<file path="src/rtl/ticket_pkg.sv">
// Shared definitions for the ticket vending controller and the display stage.
// Both blocks price tickets through ticket_price so their ticketSum values always agree.
package ticket_pkg;

    typedef enum logic [1:0] {
        IDLE = 2'd0,
        PAY  = 2'd1,
        VEND = 2'd2,
        DONE = 2'd3
    } state_t;

    localparam logic [7:0] COIN_1  = 8'd1;
    localparam logic [7:0] COIN_5  = 8'd5;
    localparam logic [7:0] COIN_10 = 8'd10;
    localparam logic [7:0] COIN_20 = 8'd20;
    localparam logic [7:0] COIN_50 = 8'd50;

    // Types 4..7 are not distinct products and are charged the top fare.
    function automatic logic [7:0] ticket_price(input logic [2:0] ticketType);
        case (ticketType)
            3'd0:    ticket_price = 8'd5;
            3'd1:    ticket_price = 8'd10;
            3'd2:    ticket_price = 8'd20;
            default: ticket_price = 8'd30;
        endcase
    endfunction

endpackage

</file>
<file path="src/rtl/ticket_sale_ctrl_coin_decoder.sv">
// Maps a one-hot coin pulse vector to its yuan value.
// Anything other than exactly one bit set decodes as invalid with value zero.
module coin_decoder
    import ticket_pkg::*;
(
    input  logic [4:0] coin,
    output logic [7:0] coinValue,
    output logic       coinValid
);

    always_comb begin
        coinValue = 8'd0;
        coinValid = 1'b1;
        case (coin)
            5'b00001: coinValue = COIN_1;
            5'b00010: coinValue = COIN_5;
            5'b00100: coinValue = COIN_10;
            5'b01000: coinValue = COIN_20;
            5'b10000: coinValue = COIN_50;
            default:  coinValid = 1'b0;
        endcase
    end

endmodule

</file>
<file path="src/rtl/ticket_sale_ctrl.sv">
// Ticket vending control FSM: latches the selection, collects coins,
// dispenses tickets one per DISP_GAP cycles and reports change or refund.
module ticket_sale_ctrl
    import ticket_pkg::*;
#(
    parameter int MAX_MONEY   = 250,
    parameter int DISP_GAP    = 4,
    parameter int HOLD_CYCLES = 200000000
) (
    input  logic       clk,
    input  logic       rst,
    input  logic [2:0] selType,
    input  logic [2:0] selCount,
    input  logic       start,
    input  logic       cancel,
    input  logic [4:0] coin,
    output logic [2:0] ticketType,
    output logic [2:0] ticketCount,
    output logic [7:0] money,
    output logic [7:0] moneyReturn,
    output logic       ticketOut,
    output logic       coinReject,
    output logic       done
);

    localparam int GW = $clog2(DISP_GAP + 1);
    localparam int HW = $clog2(HOLD_CYCLES + 1);

    state_t         state_q, state_d;
    logic [7:0]     money_q, money_d;
    logic [7:0]     moneyReturn_q, moneyReturn_d;
    logic [2:0]     ticketType_q, ticketType_d;
    logic [2:0]     ticketCount_q, ticketCount_d;
    logic           coinReject_q, coinReject_d;
    logic [2:0]     remain_q, remain_d;
    logic [GW-1:0]  gap_q, gap_d;
    logic [HW-1:0]  hold_q, hold_d;

    logic [7:0]     coinValue;
    logic           coinValid;
    logic           coinAny;
    logic [8:0]     creditSum;
    logic [7:0]     ticketSum;

    coin_decoder u_coin_decoder (
        .coin      (coin),
        .coinValue (coinValue),
        .coinValid (coinValid)
    );

    assign coinAny   = |coin;
    assign creditSum = {1'b0, money_q} + {1'b0, coinValue};
    assign ticketSum = ticket_price(ticketType_q) * {5'd0, ticketCount_q};

    always_ff @(posedge clk) begin
        if (rst) begin
            state_q       <= IDLE;
            money_q       <= 8'd0;
            moneyReturn_q <= 8'd0;
            ticketType_q  <= 3'd0;
            ticketCount_q <= 3'd0;
            coinReject_q  <= 1'b0;
            remain_q      <= 3'd0;
            gap_q         <= '0;
            hold_q        <= '0;
        end else begin
            state_q       <= state_d;
            money_q       <= money_d;
            moneyReturn_q <= moneyReturn_d;
            ticketType_q  <= ticketType_d;
            ticketCount_q <= ticketCount_d;
            coinReject_q  <= coinReject_d;
            remain_q      <= remain_d;
            gap_q         <= gap_d;
            hold_q        <= hold_d;
        end
    end

    // Any coin not explicitly credited in PAY is bounced back the following cycle.
    always_comb begin
        state_d       = state_q;
        money_d       = money_q;
        moneyReturn_d = moneyReturn_q;
        ticketType_d  = ticketType_q;
        ticketCount_d = ticketCount_q;
        coinReject_d  = coinAny;
        remain_d      = remain_q;
        gap_d         = gap_q;
        hold_d        = hold_q;
        case (state_q)
            IDLE: begin
                ticketType_d  = selType;
                ticketCount_d = selCount;
                if (start && selCount != 3'd0) state_d = PAY;
            end
            PAY: begin
                if (cancel) begin
                    moneyReturn_d = money_q;
                    hold_d        = '0;
                    state_d       = DONE;
                end else if (money_q >= ticketSum) begin
                    remain_d = ticketCount_q;
                    gap_d    = '0;
                    state_d  = VEND;
                end else if (coinValid && creditSum <= 9'(MAX_MONEY)) begin
                    money_d      = creditSum[7:0];
                    coinReject_d = 1'b0;
                end
            end
            VEND: begin
                if (remain_q == 3'd0) begin
                    moneyReturn_d = money_q - ticketSum;
                    hold_d        = '0;
                    state_d       = DONE;
                end else if (gap_q == '0) begin
                    remain_d = remain_q - 3'd1;
                    gap_d    = GW'(DISP_GAP - 1);
                end else begin
                    gap_d = gap_q - GW'(1);
                end
            end
            DONE: begin
                if (hold_q == HW'(HOLD_CYCLES - 1)) begin
                    money_d       = 8'd0;
                    moneyReturn_d = 8'd0;
                    hold_d        = '0;
                    state_d       = IDLE;
                end else begin
                    hold_d = hold_q + HW'(1);
                end
            end
            default: state_d = IDLE;
        endcase
    end

    assign ticketType  = ticketType_q;
    assign ticketCount = ticketCount_q;
    assign money       = money_q;
    assign moneyReturn = moneyReturn_q;
    assign coinReject  = coinReject_q;
    assign ticketOut   = (state_q == VEND) && (remain_q != 3'd0) && (gap_q == '0);
    assign done        = (state_q == DONE);

endmodule

</file>
<file path="config.mk">
export PLATFORM = sky130hd
export DESIGN_NAME = ticket_sale_ctrl
export DESIGN_NICKNAME = d
export VERILOG_FILES = /design/src/rtl/ticket_pkg.sv /design/src/rtl/ticket_sale_ctrl_coin_decoder.sv /design/src/rtl/ticket_sale_ctrl.sv
export SDC_FILE = /design/constraint.sdc
export NUM_CORES = 1
export LEC_CHECK = 0
export BUFFER_PORTS_ARGS = -buffer_cell sky130_fd_sc_hd__clkbuf_2
export CORE_ASPECT_RATIO = 1.25
export CORE_MARGIN = 2
export CORE_UTILIZATION = 50
export DETAILED_ROUTE_END_ITERATION = 12
export PLACE_DENSITY = 0.65
export SYNTH_ARGS = -nofsm -noshare
export SYNTH_HDL_FRONTEND = slang
export SYNTH_HIERARCHICAL = 1
export SYNTH_SLANG_ARGS = --single-unit
</file>
<file path="constraint.sdc">
create_clock -name clk -period 9.6 [get_ports clk]
set_clock_uncertainty 0.1 [all_clocks]
set_input_delay 1.92 -clock clk [delete_from_list [all_inputs] [get_ports clk]]
set_output_delay 1.92 -clock clk [all_outputs]
set_load 0.005 [all_outputs]
</file>
# After elaboration in Yosys (flattened, before gate mapping)
# Index checks and enable logic that the tools add are counted.
[totals]
reg_bits = 59
out_inout_bits = 25
word_cells = 95
[op_classes]
reduce_logical = 21
muxes = 35
n_lt_le_gt_ge = 2
n_eq_ne = 22
add_sub_neg = 5
mul = 1
[ops]
columns = ["operator", "count"]
rows = [
  ["two-way mux 28 bit", 3],
  ["one-hot mux 28 bit (3 select lines)", 1],
  ["two-way mux 8 bit", 6],
  ["one-hot mux 6 bit (5 select lines)", 1],
  ["adder 28 x 1 -> 28 bit (second input constant)", 1],
  ["== test 28 bit (second input constant)", 1],
  ["two-way mux 3 bit", 8],
  ["one-hot mux 8 bit (3 select lines)", 1],
  ["inequality test 2 bit (second input constant)", 9],
  ["one-hot mux 8 bit (2 select lines)", 1],
  ["one-hot mux 5 bit (3 select lines)", 1],
  ["one-hot mux 3 bit (2 select lines)", 2],
  ["AND reduction 4 bit", 3],
  ["two-way mux 2 bit", 5],
  ["AND reduction 5 bit", 2],
  ["OR reduction 5 bit", 2],
  ["adder 8 x 8 -> 9 bit", 1],
  ["<= comparator 9 x 8 -> 1 bit (second input constant)", 1],
  ["logical NOT 3 bit", 3],
  ["nonzero test 3 bit", 3],
  [">= comparator 8 bit", 1],
  ["multiplier 8 x 3 -> 8 bit", 1],
  ["one-hot mux 2 bit (4 select lines)", 1],
  ["subtractor 8 bit", 1],
  ["17 further kinds", 27],
]

# Depth between registers and ports, before layout
# Gate-level depths: netlist of run 1.
[logic_depth]
depth_word = 9
mapped_depth = 20
mapped_depth_nobuf = 20

# Modules after synthesis
# The synthesis of run 1 kept the hierarchy.
[modules_own_cells]
columns = ["mod", "seq_area_each_um2", "instances", "area_each_um2", "cells_each"]
rows = [
  ["ticket_sale_ctrl", 1181.1, 1, 3893.7, 455],
  ["coin_decoder", 0.0, 1, 116.4, 17],
]

# Least setup slack after synthesis of run 1
# No wires, ideal clock.
[synth_timing]
path_kind = "input to register"
from = "input coin[4]"
to = "register money_q[5] (netlist: money[5])"
setup_time_ns = 0.117
path_slack_ns = 4.837
path_buffers = 1
stages = 11
arrival_ns = 4.546
required_time_ns = 9.383
path_cell_list = "clkbuf_2 > nor4_1 > ha_1 > fa_1 > a211oi_1 > o21ai_0 > a31o_2 > a2111o_1 > a31oi_4 > o22ai_2 > a22o_1"
[synth_via]
elab_chain_len = 7
[synth_rtl]
columns = ["item", "line", "rtl"]
rows = [
  ["start: declaration", "ticket_sale_ctrl.sv:16", "input logic [4:0] coin,"],
  ["== test 5 bit, or another cell as far along", "ticket_sale_ctrl_coin_decoder.sv:14", "case (coin)"],
  ["one-hot mux 6 bit (5 select lines) (*)", "ticket_sale_ctrl_coin_decoder.sv:14", ""],
  ["named net coinValue[0]", "ticket_sale_ctrl.sv:39", "logic [7:0] coinValue;"],
  ["adder 8 x 8 -> 9 bit (*)", "ticket_sale_ctrl.sv:52", "assign creditSum = {1'b0, money_q} + {1'b0, coinValue};"],
  ["<= comparator 9 x 8 -> 1 bit / two-way mux 8 bit (equally long branches)", "ticket_sale_ctrl.sv:105", "end else if (coinValid && creditSum <= 9'(MAX_MONEY)) begin"],
  ["logical AND 1 bit / two-way mux 8 bit (equally long branches)", "ticket_sale_ctrl.sv:105, ticket_sale_ctrl.sv:101", ""],
  ["inequality test 2 bit (no line) / two-way mux 8 bit (equally long branches)", "-", ""],
  ["AND reduction 5 bit (no line) / one-hot mux 8 bit (2 select lines) (equally long branches)", "-", ""],
  ["end signal: assignment", "ticket_sale_ctrl.sv:68", "money_q <= money_d;"],
  ["end: declaration", "ticket_sale_ctrl.sv:30", "logic [7:0] money_q, money_d;"],
]
# Mark *: on every way through the listed nets, which the timed path passes. The rest lies on a longest branch. The select of a mux whose other input is x is not followed.
# A chain may end at the register's enable or synchronous reset.

# Final worst setup path of run 1
[layout_timing]
from = "input coin[1]"
to = "register money_q[5] (netlist: money[5])"
# Same word-level chain as after synthesis.

==> impl_metrics.csv, run 1 <==
group,metric,value,unit
finish,nFillCells,734,
sta,setup_tns,0,ns
die,ioPinCount,40,
sta,drv_slew,0,
logic_synthesis,synthArstFlopShare,0,
clocking,clock-sinks,59,
global_route,grt_overflow,0,
sta,setup_violations,0,
clocking,worstSkewPairLatency,0.34,ns
detailed_routing,drtPass1Iterations,4,
flow_run,maxCapViolCount,0,
global_route,grt_pass1_wl,14900,um
placed_design,dp_hpwl,6710,um
power,powerDensity,229,mW/mm^2
logic_synthesis,synthDistinctLibCells,66,
finish,antenna_cells,0,
sta,timing.final.hold_violations,0,
detailed_routing,drt-initial-drc-count,123,
run_status,status,"complete, no violations",
logic_synthesis,netlist_instances,472,
critical_path,critPathLaunchType,"input pin",
logic_synthesis,ys_seq_area_frac,0.295,
global_route,grt_pass1_vias,3233,
clocking,clockRootBuffer,"clkbuf_8",
die,die_area,0.00876,mm^2
global_route,grt.total_usage,0.207,
critical_path,cpLargestDelayFamily,"compound AO/OA/AOI/OAI gates",
logic_synthesis,yosysWarningCount,6,
critical_path,end_kind,"flop",
clocking,cts_tree,"built",
placed_design,place_congestion,0.820,
finish,area_delta_synth_final,10.5,%
detailed_routing,routed_wl,8880,um
hold_path,hp-class,"flop to flop",
logic_synthesis,netlist_area,0.00401,mm^2
finish,nNetsFinal,560,
die,die_w,84.1,um
sta,period_needed,4.92,ns
finish,layout-drive-gt1-share,0.133,
die,die_h,104,um
critical_path,cp_max_fo,9,
clocking,clockBufferDepth,2,
critical_path,worstSetupPathType,"input pin to flop",
global_route,grt_max_degree,33,
critical_path,crit_slowest_cell,"a2111o_1",
die,start_util,0.515,
sta,maxSlewHeadroom,0.299,
global_route,antenna_found_initial,0,
clocking,cts_resized,0,
clocking,post_cts_buffers,0,
sta,tightest_slew,1.05,ns
critical_path,cp_cell_sequence,"clkbuf_2, xnor2_1, nor4_1, ha_1, fa_1, a211oi_1, o21ai_0, a31o_2, a2111o_1, a31oi_4, o22ai_2, a22o_1",
detailed_routing,viasPerCell,5.55,
power,ir_worst_vdd,0.137,mV
clocking,hold_buffers,0,
critical_path,r2r_slack,4.88,ns
critical_path,critPathBufInv,1,
clocking,numCtsBuffers,9,
sta,rsz0062_at_grt,"no",
logic_synthesis,synthesis.area_per_instance,8.50,um^2
finish,final_cell_mix,"nor2_1, dfxtp_1, clkbuf_2",
logic_synthesis,synth_edf_count,0,
detailed_routing,antenna_left,0,
placed_design,portBuffers,39,
logic_synthesis,ys.flop_type,"dfxtp_1",
clocking,clk_pin_slew,0.07,ns
finish,final_common_cell,"nor2_1",
die,core_area,0.00779,mm^2
logic_synthesis,ys_ff_latch,59,
clocking,htree_levels,3,
sta,period_share,0.513,
critical_path,cp_data_arrival_time,5.05,ns
power,p_leak,1.89,nW
critical_path,max_stage_delay,0.48,ns
detailed_routing,vias,3371,
detailed_routing,wire_per_inst,14.6,um
sta,max_freq,203,MHz
critical_path,cp_data_required_time,9.73,ns
detailed_routing,drc,0,
power,p_total,1.02,mW
die,num_rows,36,
==> logic make-up after synthesis <==
kind of cell             synth area share
AO/OA/AOI/OAI                       0.167
XOR/XNOR                           0.0895
adder cells (fa/ha/maj)             0.130
buffers and inverters              0.0493
flip-flops                          0.295
multiplexers                       0.0281
other                            0.000935
AND/OR/NAND/NOR                     0.241
==> flip-flops by register name, indices dropped and copies added (netlist names) <==
register / flops
ticketType: 3
remain_q: 3
state_q: 2
gap_q: 3
hold_q: 28
ticketCount: 3
moneyReturn: 8
coinReject: 1
money: 8
==> cell type report <==
class / instances / area (um^2) / share of cell area
multi-input combinational: 370 / 2640 / 0.595
sequential: 59 / 1180 / 0.267
timing repair buffer: 40 / 203 / 0.0457
clock buffer: 9 / 124 / 0.0280
tap: 95 / 119 / 0.0268
inverter: 27 / 101 / 0.0229
clock inverter: 7 / 68.8 / 0.0155
==> worst min-delay path, delay by kind of cell (launching register included) <==
| kind | cells | cell delay [ns] |
|---|---|---|
| AOI/OAI and AO/OA | 1 | 0.05 |
| and+or+nand+nor | 1 | 0.05 |
| DFF | 1 | 0.31 |
==> per-layer routing <==
layer  routed length, um  track usage  vias to the layer above
met4                 102       0.0634                        0
met5                   0            0                        -
met2                4360        0.346                       37
met3                 201       0.0365                        8
li1                    -            -                     1742
met1                4210        0.269                     1584
==> worst paths after layout <==
kind                       start  endpoint  cells after the start
setup reg to reg  ticketCount[1]  money[5]                     19
setup / recovery         coin[1]  money[5]                     12
hold / removal          gap_q[1]  gap_q[1]                      2
hold reg to reg         gap_q[1]  gap_q[1]                      2
==> report_power, final <==
part	leakage [nW]	internal [mW]	switching (mW)	total, mW
sequential	0.479	0.274	0.0270	0.301
clock	0.0950	0.119	0.106	0.224
combinational	1.31	0.197	0.293	0.490
==> cells in the mapped netlist (all sizes together) (3+ instances only) <==
| master | instances | share of area |
|---|---|---|
| a211oi | 9 | 0.018 |
| a21o | 7 | 0.013 |
| a21oi | 23 | 0.029 |
| a31oi | 3 | 0.0084 |
| a32o | 5 | 0.012 |
| and2 | 7 | 0.011 |
| and3 | 7 | 0.011 |
| and4 | 6 | 0.013 |
| buf | 7 | 0.014 |
| clkbuf | 10 | 0.0097 |
| dfxtp | 59 | 0.29 |
| fa | 6 | 0.030 |
| ha | 32 | 0.10 |
| inv | 27 | 0.025 |
| mux2i | 9 | 0.022 |
| nand2 | 32 | 0.030 |
| nand2b | 4 | 0.0062 |
| nand3 | 9 | 0.011 |
| nand4 | 9 | 0.014 |
| nor2 | 63 | 0.059 |
| nor2b | 15 | 0.023 |
| nor3 | 6 | 0.0075 |
| nor3b | 5 | 0.0094 |
| nor4 | 4 | 0.0062 |
| nor4bb | 3 | 0.0075 |
| o21ai | 20 | 0.025 |
| or3 | 3 | 0.0047 |
| xnor2 | 20 | 0.044 |
| xor2 | 21 | 0.046 |
==> per-stage QoR <==
| step | instances | instance area (um^2) | util | setup WS, ns | hold slack (ns) |
|---|---|---|---|---|---|
| floorplan | 473 | 4010 | - | 4.84 | 0.332 |
| global placement | 591 | 4240 | 0.544 | 4.46 | 0.343 |
| detailed placement | 591 | 4240 | 0.544 | 4.38 | 0.348 |
| CTS | 607 | 4430 | 0.569 | 4.72 | 0.358 |
| global route | 607 | 4430 | 0.569 | 4.45 | 0.372 |
| finish | 607 | 4430 | 0.569 | 4.68 | 0.358 |
(Power assumes the default switching activity.)
==> inputs of run 2 (changes only) <==
- clock period: 9.6 -> 5 ns (I/O delays scaled with it)
==> impl_metrics.csv, run 2 (synthesis gave the netlist of run 1 again) <==
group,metric,value,unit
run_status,status,"complete, no violations",
sta,maxSlewHeadroom,0.384,
sta,rsz0062_at_grt,"no",
critical_path,r2r_start,"ticketType[2]",
detailed_routing,drc,0,
finish,largest_reg_flops,28,
critical_path,cp_data_arrival_time,4.70,ns
clocking,numCtsBuffers,9,
critical_path,cp_data_required_time,5.13,ns
finish,final-seq-area,0.00118,mm^2
critical_path,critPathLaunchType,"flop",
sta,period_share,0.914,
finish,area_delta_synth_final,10.6,%
clocking,htree_levels,3,
global_route,antenna_found_initial,0,
die,ioPinCount,40,
clocking,clockRootBuffer,"clkbuf_8",
critical_path,reg2reg_to,"money[5]",
die,core_area,0.00779,mm^2
global_route,grt_pass1_vias,3324,
detailed_routing,viasPerCell,5.57,
hold_path,hold_end,"gap_q[1]",
clocking,worstSkewPairLatency,0.33,ns
placed_design,portBuffers,39,
finish,final_cell_area,0.00443,mm^2
detailed_routing,drt-initial-drc-count,144,
finish,final_common_cell,"nor2_1",
die,die_h,104,um
detailed_routing,antenna_left,0,
die,die_w,84.1,um
detailed_routing,drtPass1Iterations,4,
placed_design,dp_hpwl,6790,um
critical_path,end_kind,"flop",
critical_path,cp-startpoint,"ticketType[2]",
power,swShare,0.420,
finish,multiInputGateArea,0.00264,mm^2
finish,final_cell_mix,"nor2_1, dfxtp_1, clkbuf_2",
flow_run,maxCapViolCount,0,
sta,setup_tns,0,ns
finish,antenna_cells,0,
die,start_util,0.515,
power,seq_power_share,0.301,
critical_path,worstSetupPathType,"flop to flop",
critical_path,r2r_slack,0.43,ns
global_route,grt_pass1_wl,15500,um
power,powerDensity,432,mW/mm^2
power,pwr-share-clk,0.207,
power,p_leak,1.89,nW
clocking,clock-sinks,59,
detailed_routing,vias,3393,
clocking,clk_pin_slew,0.07,ns
sta,timing.final.hold_violations,0,
die,die_area,0.00876,mm^2
power,p_int,1.11,mW
finish,nFillCells,736,
sta,drv_slew,0,
critical_path,rr_worst_depth,20,
power,ir_worst_vdd,0.270,mV
finish,top_register,"hold_q",
detailed_routing,routed_wl,8780,um
sta,setup_violations,0,
placed_design,place_congestion,0.834,
hold_path,hold_start,"gap_q[1]",
die,num_rows,36,
clocking,hold_buffers,0,
global_route,grt_max_degree,32,
hold_path,min_path_cells,2,
placed_design,placed_area,0.00425,mm^2
power,power_frac_comb,0.492,
global_route,grt_overflow,0,
finish,nNetsFinal,562,
detailed_routing,wire_per_inst,14.4,um
sta,period_needed,4.57,ns
hold_path,hp-class,"flop to flop",
critical_path,cp_max_fo,7,
finish,layout-drive-gt1-share,0.134,
clocking,clockBufferDepth,2,
global_route,grt.total_usage,0.214,
sta,max_freq,219,MHz
clocking,cts_tree,"built",
power,p_sw,0.804,mW
sta,tightest_slew,0.924,ns
==> run 2: changes by cell type in the layout (fill, tap and decap cells not counted) <==
cell,delta
bufinv_16,-1
o21ai_1,+1
buf_4,+2
clkbuf_8,+2
clkbuf_1,+1
o21ai_0,-1
clkinv_4,-1
clkinv_2,-1
==> run 2: worst max path at each step <==
stage,endpoint,cells past startpoint,slack [ns]
2_1_floorplan,money[5],20,0.73
3_3_place_gp,money[5],20,0.49
3_5_place_dp,money[5],20,0.34
4_1_cts,money[5],20,0.32
5_1_grt,money[5],20,0.11
6_report,money[5],20,0.43
==> run 2: power by group through the flow <==
stage | Sequential, mW | Combinational (mW) | Clock [mW]
after floorplan | 0.577 | 0.758 | 0
after global placement | 0.583 | 0.930 | 0
after detailed placement | 0.586 | 0.937 | 0
after CTS | 0.575 | 0.943 | 0.408
after global routing | 0.584 | 1.07 | 0.434
final | 0.576 | 0.942 | 0.397
==> run 2: through the flow <==
| step | cells | power (mW) | setup slack (ns) | hold WS [ns] | util |
|---|---|---|---|---|---|
| after detailed placement | 592 | 1.52 | 0.338 | 0.357 | 0.545 |
| after global placement | 592 | 1.51 | 0.495 | 0.344 | 0.545 |
| after global routing | 609 | 2.09 | 0.105 | 0.390 | 0.569 |
| after CTS | 608 | 1.93 | 0.319 | 0.369 | 0.568 |
| after floorplan | 473 | 1.34 | 0.727 | 0.332 | - |
| final | 609 | 1.92 | 0.432 | 0.369 | 0.569 |
==> run 2: worst max-delay path: stages, from the launching register on <==
cell and delay [ns]:
dfxtp_1 0.40, nor2_1 0.09, nor2b_1 0.20, inv_1 0.09, fa_1 0.53, inv_1 0.04, ha_1 0.21, inv_1 0.07
fa_1 0.20, inv_1 0.05, a21o_1 0.16, a21oi_1 0.16, xor2_1 0.18, ha_1 0.30, nand3_1 0.12, o2111ai_1 0.11
o31a_1 0.30, a2111o_1 0.47, a31oi_4 0.23, o22ai_2 0.16, a22o_1 0.27
==> run 2: timing repair <==
item	CTS	global route
hold endpoints to repair	0	0
endpoints found under the setup margin	0	6
setup buffers	0	1
gates resized for setup	0	1
==> run 2: area by class of cell <==
type                       instances  area share
clock buffer                      12      0.0350
inverter                          27      0.0229
sequential                        59       0.266
timing repair buffer              42      0.0491
tap                               95      0.0268
clock inverter                     4     0.00564
multi-input combinational        370       0.594
==> run 2: layer usage <==
metal | vias up | track usage | wire length (um) | part of all wire
li1 | 1748 | - | - | -
met1 | 1577 | 0.278 | 3990 | 0.45
met2 | 59 | 0.357 | 4340 | 0.49
met3 | 9 | 0.0389 | 325 | 0.037
met4 | 0 | 0.0714 | 127 | 0.014
met5 | - | 0 | 0 | 0
==> inputs of run 3 (changes only) <==
- ABC_AREA: not set -> 1
==> impl_metrics.csv, run 3 <==
group,metric,value,unit
critical_path,critPathLaunchType,"flop",
detailed_routing,vias,4129,
logic_synthesis,netlist_instances,642,
logic_synthesis,yosysTopAreaCell,"dfxtp_1",
logic_synthesis,netlist.area_leader.share,0.269,
critical_path,rr_worst_depth,21,
critical_path,r2r_start,"ticketType[2]",
hold_path,hold_end,"moneyReturn[2]",
clocking,worstSkewPairLatency,0.34,ns
power,ir_worst_vdd,0.542,mV
critical_path,reg2reg_to,"money[1]",
detailed_routing,viasPerCell,5.12,
logic_synthesis,yosysWarningCount,6,
clocking,clock-sinks,59,
finish,antenna_cells,0,
critical_path,cp_data_arrival_time,4.27,ns
finish,final_cell_mix,"nand2_1, inv_1, nor2_1",
clocking,cts_resized,0,
logic_synthesis,ys_seq_area_frac,0.269,
critical_path,cp_max_fo,15,
clocking,clk_pin_slew,0.07,ns
finish,nFillCells,852,
sta,tightest_slew,0.878,ns
finish,nNetsFinal,734,
logic_synthesis,synthXorXnorAreaFrac,0.0279,
die,core_area,0.00861,mm^2
global_route,grt_pass1_wl,16900,um
clocking,post_cts_buffers,0,
detailed_routing,antenna_left,0,
logic_synthesis,synth_edf_count,0,
logic_synthesis,synth_mux_area_frac,0.00228,
logic_synthesis,synth_compound_area_frac,0.125,
clocking,hold_buffers,0,
critical_path,cp_data_required_time,5.14,ns
detailed_routing,drtPass1Iterations,5,
hold_path,hold_start,"moneyReturn[2]",
global_route,antenna_found_initial,0,
finish,top_register,"hold_q",
logic_synthesis,netlist_area,0.00439,mm^2
sta,maxSlewHeadroom,0.414,
logic_synthesis,yosysMostFrequentCell,"nand2_1",
clocking,numCtsBuffers,9,
clocking,clockBufferDepth,2,
detailed_routing,wire_per_inst,12.7,um
logic_synthesis,synth.area.top_cells,"dfxtp_1, nand2_1, ha_1, inv_1, nor2_1",
critical_path,critPathBufInv,3,
die,die_w,87.8,um
die,die_area,0.00955,mm^2
sta,setup_tns,0,ns
critical_path,r2r_slack,0.87,ns
clocking,cts_tree,"built",
hold_path,hp-class,"flop to flop",
logic_synthesis,yosys.area_share.simple,0.357,
logic_synthesis,synthTopCellsByCount,"nand2_1, inv_1, nor2_1",
sta,timing.final.hold_violations,0,
clocking,clockRootBuffer,"clkbuf_8",
die,num_rows,38,
global_route,grt.total_usage,0.223,
logic_synthesis,synth_top_family_by_area,"simple AND/OR/NAND/NOR gates",
logic_synthesis,synthArstFlopShare,0,
sta,period_share,0.826,
placed_design,portBuffers,39,
placed_design,dp_slack,0.929,ns
placed_design,place_inst,790,
global_route,grt_max_degree,28,
finish,layout.cells.non_filler,806,
logic_synthesis,ys_ff_latch,59,
detailed_routing,routed_wl,10300,um
logic_synthesis,synthesis.area_per_instance,6.84,um^2
global_route,grt_overflow,0,
global_route,grt_pass1_vias,3814,
sta,max_freq,242,MHz
critical_path,cp_cell_sequence,"nor2_1, nand3_1, fa_1, inv_1, ha_1, inv_1, fa_1, o221ai_1, xnor2_1, ha_1, inv_2, nor3_1, nand2_1, nand3_2, nor2_1, nand2_2, nand2_2, nand2_1, nand2_1, nand2_1, nor2_1",
flow_run,maxCapViolCount,0,
die,start_util,0.510,
sta,drv_slew,0,
sta,rsz0062_at_grt,"no",
sta,setup_violations,0,
power,powerDensity,600,mW/mm^2
power,p_leak,2.23,nW
critical_path,crit_top_cell,"nand2_1",
sta,period_needed,4.13,ns
critical_path,end_kind,"flop",
detailed_routing,drc,0,
logic_synthesis,synthDistinctLibCells,49,
critical_path,crit_slowest_cell,"fa_1",
critical_path,cpLargestDelayFamily,"simple AND/OR/NAND/NOR gates",
finish,layout-drive-gt1-share,0.150,
placed_design,place_congestion,0.947,
finish,largest_reg_flops,28,
sta,layout_setup_ws,0.868,ns
placed_design,dp_hpwl,7960,um
detailed_routing,drt-initial-drc-count,163,
clocking,htree_levels,3,
finish,area_delta_synth_final,11.3,%
die,die_h,109,um
critical_path,max_stage_delay,0.50,ns
logic_synthesis,ys.flop_type,"dfxtp_1",
finish,postLayoutCoreUtil,0.568,
finish,final_common_cell,"nand2_1",
run_status,status,"complete, no violations",
logic_synthesis,yosys.area_share.adder,0.119,
die,ioPinCount,40,
hold_path,min_path_cells,2,
critical_path,worstSetupPathType,"flop to flop",
[run 3: changes by cell type in the layout (fill, tap and decap cells not counted), moves of 10 or more]
cell,previous run,this run
nor2_1,63,82
nand3_1,9,39
nor2b_1,15,0
nand2_1,32,139
xor2_1,21,6
nand2_2,0,10
a21oi_1,23,50
xnor2_1,20,8
inv_1,27,83
[run 3: metal layers]
metal / share of wire / vias to the layer above / track usage / wire [um]
met5: 0 / - / 0 / 0
met4: 0.015 / 0 / 0.0791 / 152
met3: 0.039 / 14 / 0.0341 / 401
met2: 0.50 / 86 / 0.385 / 5080
met1: 0.45 / 1871 / 0.278 / 4610
li1: - / 2158 / - / -
[run 3: how the worst max path moves through the flow]
stage	from	end	cells after the start
2_1_floorplan	ticketType[2]	money[2]	20
3_3_place_gp	ticketType[2]	money[1]	21
3_5_place_dp	ticketType[2]	money[1]	21
4_1_cts	ticketType[2]	money[1]	21
5_1_grt	ticketType[2]	money[2]	20
6_report	ticketType[2]	money[1]	21
[run 3: layout make-up]
class / count / area (um^2) / area share
Tap cell: 120 / 150 / 0.0307
Sequential cell: 59 / 1180 / 0.242
Clock inverter: 5 / 100 / 0.0205
Multi-Input combinational cell: 480 / 2770 / 0.568
Timing Repair Buffer: 39 / 195 / 0.0399
Clock buffer: 11 / 141 / 0.0289
Inverter: 92 / 345 / 0.0707
[run 3: per-stage QoR]
stage	total power, mW	hold slack, ns	instance area [um^2]
6_report	2.93	0.372	4890
5_1_grt	3.20	0.391	4890
4_1_cts	2.93	0.375	4890
3_5_place_dp	2.38	0.365	4650
3_3_place_gp	2.33	0.359	4650
2_1_floorplan	1.98	0.350	4390
[run 3: cells by family (layout without fill, tap and decap cells)]
logic type,after synthesis,in the layout
AND/OR/NAND/NOR,328,328
buffers and inverters,104,147
AO/OA/AOI/OAI,97,97
flip-flops,59,59
adder cells (fa/ha/maj),38,38
XOR/XNOR,14,14
other,1,2
multiplexers,1,1
[run 3: power by group]
part	total, mW	internal, mW	leakage [nW]	switching [mW]
registers	0.694	0.580	0.481	0.113
clock network	0.540	0.343	0.123	0.196
logic	1.70	0.602	1.63	1.09
total	2.93	1.53	2.23	1.40
[run 3: worst register-to-register path, stage by stage, from the launching register on]
cell and delay, ns:
dfxtp_1 0.33, nor2_1 0.35, nand3_1 0.18, fa_1 0.50, inv_1 0.07, ha_1 0.17, inv_1 0.06, fa_1 0.39
o221ai_1 0.24, xnor2_1 0.09, ha_1 0.38, inv_2 0.06, nor3_1 0.27, nand2_1 0.10, nand3_2 0.13, nor2_1 0.08
nand2_2 0.09, nand2_2 0.16, nand2_1 0.13, nand2_1 0.05, nand2_1 0.05, nor2_1 0.05
